==> config.mk <==
export PLATFORM = sky130hd
export DESIGN_NAME = serial_sub_w_regs
export DESIGN_NICKNAME = d
export VERILOG_FILES = /design/src/rtl/serial_sub_w_regs.sv
export SDC_FILE = /design/constraint.sdc
export NUM_CORES = 1
export LEC_CHECK = 0
export BUFFER_PORTS_ARGS = -buffer_cell sky130_fd_sc_hd__buf_4
export CAP_MARGIN = 20
export CORE_MARGIN = 1.5
export CORE_UTILIZATION = 30
export DETAILED_ROUTE_END_ITERATION = 12
export RECOVER_POWER = 50
export SLEW_MARGIN = 5
export SYNTH_ARGS = -nofsm -noshare
export SYNTH_HDL_FRONTEND = slang
export SYNTH_SLANG_ARGS = --single-unit
==> constraint.sdc <==
create_clock -name clk -period 1.7 [get_ports clk]
set_clock_uncertainty 0.15 [all_clocks]
set_input_delay 0.085 -clock clk [delete_from_list [all_inputs] [get_ports clk]]
set_output_delay 0.085 -clock clk [all_outputs]
set_load 0.02 [all_outputs]
==> src/rtl/serial_sub_w_regs.sv <==
// Bit-serial ripple-borrow subtractor: one full-subtractor cell, LSB first,
// producing a registered {borrow, A-B mod 2^width} with a one-cycle done strobe.
module serial_sub_w_regs #(
    parameter int width = 4
) (
    input  logic             clk,
    input  logic             rst,
    input  logic             start,
    input  logic [width-1:0] data_ina,
    input  logic [width-1:0] data_inb,
    output logic             busy,
    output logic             done,
    output logic [width:0]   data_out,
    output logic             dbg_state
);

    // Handshake: start is accepted on any edge where the block is idle (busy=0);
    // operands are captured on that edge. busy stays high for exactly width
    // cycles, then done pulses for one cycle with data_out updated on the same
    // edge. start seen while busy is ignored; there is no back-pressure.

    localparam int CNT_W = $clog2(width + 1);
    localparam logic [CNT_W-1:0] LAST_CNT = CNT_W'(width - 1);

    typedef enum logic {
        S_IDLE = 1'b0,
        S_RUN  = 1'b1
    } state_t;

    state_t           r_state;
    state_t           w_state_next;
    logic [width-1:0] r_a_sh;
    logic [width-1:0] r_b_sh;
    logic [width-1:0] r_res_sh;
    logic [width-1:0] w_res_next;
    logic             r_bw;
    logic [CNT_W-1:0] r_cnt;
    logic             r_done;
    logic [width:0]   r_data_out;
    logic             w_a0;
    logic             w_b0;
    logic             w_d;
    logic             w_bw_next;
    logic             w_last;

    assign w_a0      = r_a_sh[0];
    assign w_b0      = r_b_sh[0];
    assign w_d       = w_a0 ^ w_b0 ^ r_bw;
    assign w_bw_next = (~w_a0 & w_b0) | (~(w_a0 ^ w_b0) & r_bw);
    assign w_last    = (r_cnt == LAST_CNT);

    // New difference bit enters at the MSB so the LSB lands at bit 0 after width shifts.
    generate
        if (width == 1) begin : g_res_w1
            assign w_res_next = w_d;
        end else begin : g_res_wn
            assign w_res_next = {w_d, r_res_sh[width-1:1]};
        end
    endgenerate

    always_ff @(posedge clk or posedge rst) begin
        if (rst) begin
            r_state <= S_IDLE;
        end else begin
            r_state <= w_state_next;
        end
    end

    always_comb begin
        w_state_next = r_state;
        case (r_state)
            S_IDLE: if (start) w_state_next = S_RUN;
            S_RUN:  if (w_last) w_state_next = S_IDLE;
            default: w_state_next = S_IDLE;
        endcase
    end

    always_comb begin
        busy      = (r_state == S_RUN);
        dbg_state = (r_state == S_RUN);
        done      = r_done;
        data_out  = r_data_out;
    end

    always_ff @(posedge clk or posedge rst) begin
        if (rst) begin
            r_a_sh     <= '0;
            r_b_sh     <= '0;
            r_res_sh   <= '0;
            r_bw       <= 1'b0;
            r_cnt      <= '0;
            r_done     <= 1'b0;
            r_data_out <= '0;
        end else begin
            r_done <= 1'b0;
            case (r_state)
                S_IDLE: begin
                    if (start) begin
                        r_a_sh   <= data_ina;
                        r_b_sh   <= data_inb;
                        r_res_sh <= '0;
                        r_bw     <= 1'b0;
                        r_cnt    <= '0;
                    end
                end
                S_RUN: begin
                    r_a_sh   <= r_a_sh >> 1;
                    r_b_sh   <= r_b_sh >> 1;
                    r_res_sh <= w_res_next;
                    r_bw     <= w_bw_next;
                    r_cnt    <= r_cnt + CNT_W'(1);
                    if (w_last) begin
                        r_data_out <= {w_bw_next, w_res_next};
                        r_done     <= 1'b1;
                    end
                end
                default: ;
            endcase
        end
    end

endmodule

======== Word-level counts from Yosys, hierarchy flattened ========
Index checks and enable logic that the tools add are counted.
storage, ports and cells
  bits of input ports ..................... 11
  flip-flop bits (word level) ............. 23
operators by class
  eq/ne operators ......................... 2
  mux-type cells .......................... 15
  $add $sub $neg .......................... 1
  reduce and logical (&&, ||, !) cells .... 1
  bitwise operators ....................... 8
operators with widths
  kind                 number
  $pmux 4 s2           3
  $mux 4               3
  $pmux 3 s2           1
  $mux 1               5
  $pmux 1 s2           2
  $add 3x1->3 const B  1
  $eq 3x2->1 const B   1
  $mux 3               1
  $not 1->1            3
  $and 1x1->1          2
  $ne 2x2->1 const B   1
  $reduce_and 2->1     1
  $xor 1x1->1          2
  $or 1x1->1           1

======== Depth between registers and ports, before layout ========
  depth after elaboration ................. 5
  depth in mapped cells ................... 4
  depth with buffers taken out ............ 4

======== Least setup slack after synthesis ========
No wires, ideal clock.
  path type ............................... register -> register
  start point ............................. reg r_cnt[0]
  end point ............................... reg r_data_out[0], in the netlist data_out[0]
  stages on the path, launching flop included .. 5
  setup slack ............................. 229 ps
  path buffers ............................ 0
  setup time .............................. 125 ps
  clock period less this slack ............ 1471 ps
  arrival time ............................ 1196 ps
  cell sequence ........................... dfrtp_1 -> ha_1 -> ha_1 -> nand2_2 -> mux2_2
between the ends
  cells in the longest elaborated chain, start to end .. 2
ends and longest elaborated chain
  item                               RTL line  RTL
  start: declaration                 37        logic [CNT_W-1:0] r_cnt;
  start signal: assignment           111       r_cnt <= r_cnt + CNT_W'(1);
  $eq 3x2->1                         50        assign w_last = (r_cnt == LAST_CNT);
  $reduce_and 2->1 (no source line)  --
  end signal: assignment             113       r_data_out <= {w_bw_next, w_res_next};
  end: declaration                   39        logic [width:0] r_data_out;
Every way passes these cells.
A chain may end at the register's enable or synchronous reset.

======== Worst setup path after layout ========
  start point ............................. reg r_cnt[0]
  end point ............................... reg r_data_out[2], in the netlist data_out[2]
The elaborated chain is that of the path after synthesis.

==> flow_metrics.tcl <==
set metrics [dict create \
    yosysMostFrequentCell "dfrtp_1" \
    io_buffers 18 \
    gr-usage-met1 0.1235 \
    peakVddDrop_mv 0.6219 \
    dp_hpwl_mm 1.130 \
    synth_top_family_by_area "multiplexers" \
    drtIter0Drc 11 \
    die-height_um 60.66 \
    die_w_um 60.66 \
    viasPerCell 4.265 \
    worst_setup_path_end_kind "flip-flop" \
    syn_avg_cell_area_um2 12.01 \
    wirelength_mm 1.600 \
    synthesis.area_um2 997.2 \
    synth_edf_count 0 \
    cts_tree "built" \
    clk_latency_ps 300 \
    ios 19 \
    yosys.area_share.adder 0.04517 \
    max_freq_mhz 649.2 \
    h-tree-depth 1 \
    met2_usage 0.1797 \
    yosys_register_bits 22 \
    path_class "flip-flop to flip-flop" \
    antenna_cells 0 \
    critPathCapture "data_out[2]" \
    synthMuxAreaShare 0.1481 \
    synth_top_area_frac 0.5521 \
    nets 127 \
    met3_usage 0.03838 \
    numCtsBuffers 3 \
    outcome "completed" \
    yosysUniqueCellTypes 18 \
    worstPathRequired_ps 1740 \
    fin_util 0.4016 \
    grt_pass1_vias 674 \
    overflow 0 \
    syn_inst 83 \
    ys_async_sr_fraction 1.000 \
    r2r_start "r_cnt[0]" \
    cts.sinks 22 \
    max-clock-path-buffers 2 \
    yosys.area_share.simple 0.08657 \
    grt_max_degree 23 \
    timing.final.hold_violations 0 \
    synth_compound_area_frac 0.07654 \
    relSlewSlack 0.6388 \
    drt_first_pass_iters 4 \
    busiest_layer "met2" \
    fillCellCount 327 \
    post-route-period-util 0.9061 \
    vias 661 \
    ff2ff_path_depth 4 \
    coreArea_um2 3103 \
    r2r_setup_slack_ps 160 \
    rsz0062_at_grt "false" \
    drive_gt1_frac 0.2523 \
    grt_pass1_wl_mm 2.808 \
    wl_per_cell_um 10.32 \
    grt_usage 0.1032 \
    synthTopCellsByCount "dfrtp_1 (22), nand2_1 (10), mux2i_1 (8)" \
    synth_nets 97 \
    detail-route-antenna-nets 0 \
    timing.setup.tns_ps 0 \
    fp-row-count 20 \
    yosysWarnings 0 \
    antenna_found_initial 0 \
    drc 0 \
    p_per_area_nw_per_um2 1543 \
    initial_core_util 0.3214 \
    timing.rr.end "data_out[2]" \
    power.static_leakage_nw 0.6003 \
    period_minus_slack_ps 1540 \
    synth_xor_area_frac 0 \
    startpoint "r_cnt[0]" \
    worstSetupStartpointType "flip-flop" \
    synthTopCellsByArea "dfrtp_1 (55%), mux2i_1 (8.0%), mux2_2 (6.8%), nand2_1 (3.8%), o21ai_0 (3.5%)" \
    worst_pin_slew_ps 541.8 \
    syn2layout_area_growth_pct 24.97 \
    dieArea_um2 3679 \
    synthFlopType "dfrtp_1" \
    setup-violations-final 0 \
    drv_slew 0 \
    path_clk_slew_ps 110 \
    cts-resized-gates 0 \
    cts_root_buffer "clkbuf_4" \
    min_path_type "primary input to asynchronous set/reset pin" \
    cap_violations 0 \
    gp_congestion 0.6555 \
    arrival_ps 1580 \
    yosysTopAreaCell "dfrtp_1" \
    ys_seq_area_frac 0.5521 \
    critPathMaxFanout 6 \
]
## sequential cells by signal, indices dropped and copies added (netlist names)
register,cells
busy,1
r_cnt,3
r_a_sh,4
r_res_sh,3
r_b_sh,4
done,1
data_out,5
r_bw,1
## critical path: stages (launching register included)
cell	delay, ps
dfrtp_1	400
ha_1	210
ha_1	200
nand2_2	140
mux2_2	350
## placed cells by master (no fill, tap or decap)
master / synthesis / routed
mux2i_1: 8 / 8
nand2_1: 10 / 10
a22o_1: 1 / 1
inv_1: 6 / 6
a21oi_1: 1 / 1
clkbuf_2: 0 / 1
nor2_1: 3 / 3
dlygate4sd3_1: 0 / 10
dfrtp_1: 22 / 22
ha_1: 2 / 2
clkbuf_1: 0 / 4
nand2b_1: 5 / 5
o31ai_2: 1 / 1
nand2_2: 1 / 1
o21ai_1: 3 / 3
buf_4: 2 / 15
fa_1: 1 / 1
clkbuf_4: 0 / 4
mux2_2: 6 / 6
o21ai_0: 7 / 7
## final cells by class
type	instances	area, um2	share of cell area
Clock buffer	3	22.52	0.01807
Sequential cell	22	550.5	0.4418
Multi-Input combinational cell	49	355.3	0.2851
Tap cell	44	55.05	0.04418
Inverter	6	22.52	0.01807
Timing Repair Buffer	31	240.2	0.1928
## per-stage QoR
| stage | area (um2) | std cells | power [mW] | hold WS [ps] | setup WS (ps) |
|---|---|---|---|---|---|
| finish | 1246 | 155 | 1.923 | 312.0 | 159.6 |
| global route | 1246 | 155 | 2.099 | 378.8 | 63.61 |
| CTS | 1264 | 155 | 1.994 | 219.5 | 140.8 |
| detailed placement | 1141 | 142 | 1.750 | 2.502 | 150.5 |
| global placement | 1141 | 142 | 1.714 | -9.355 | 190.3 |
| floorplan | 997.2 | 83 | 1.524 | -75.77 | 229.3 |
## layer usage
metal,routed length (um),vias up
met5,0,-
li1,-,328
met1,738,313
met3,79,2
met2,770,18
met4,12,0
## where the power goes
| group | internal (mW) | switching (mW) | leakage, nW |
|---|---|---|---|
| Sequential | 0.741 | 0.133 | 0.280 |
| Combinational | 0.397 | 0.431 | 0.306 |
| Clock | 0.0825 | 0.139 | 0.0138 |
| Total | 1.22 | 0.703 | 0.600 |
## worst min-delay path by stage
stage | cells after the start | slack (ps) | startpoint | to
6_report | 4 | 310 | rst | data_out[3]
5_1_grt | 4 | 380 | rst | r_b_sh[1]
4_1_cts | 4 | 220 | rst | busy
3_5_place_dp | 3 | 3 | rst | r_b_sh[3]
3_3_place_gp | 3 | -9 | rst | r_b_sh[1]
2_1_floorplan | 1 | -80 | rst | busy
## repair_timing
item | CTS | global route
setup endpoints to repair | 0 | 0
buffers inserted | 0 | 0
endpoints found under the hold margin | 34 | 0
hold buffers | 10 | 0
## logic make-up (layout without fill, tap and decap cells)
| logic type | after synthesis | in the layout |
|---|---|---|
| adder cells (fa/ha/maj) | 3 | 3 |
| buffers and inverters | 12 | 40 |
| AND/OR/NAND/NOR | 19 | 19 |
| AO/OA/AOI/OAI | 13 | 13 |
| flip-flops | 22 | 22 |
| multiplexers | 14 | 14 |
No activity file was read; power rests on OpenSTA's default activity.
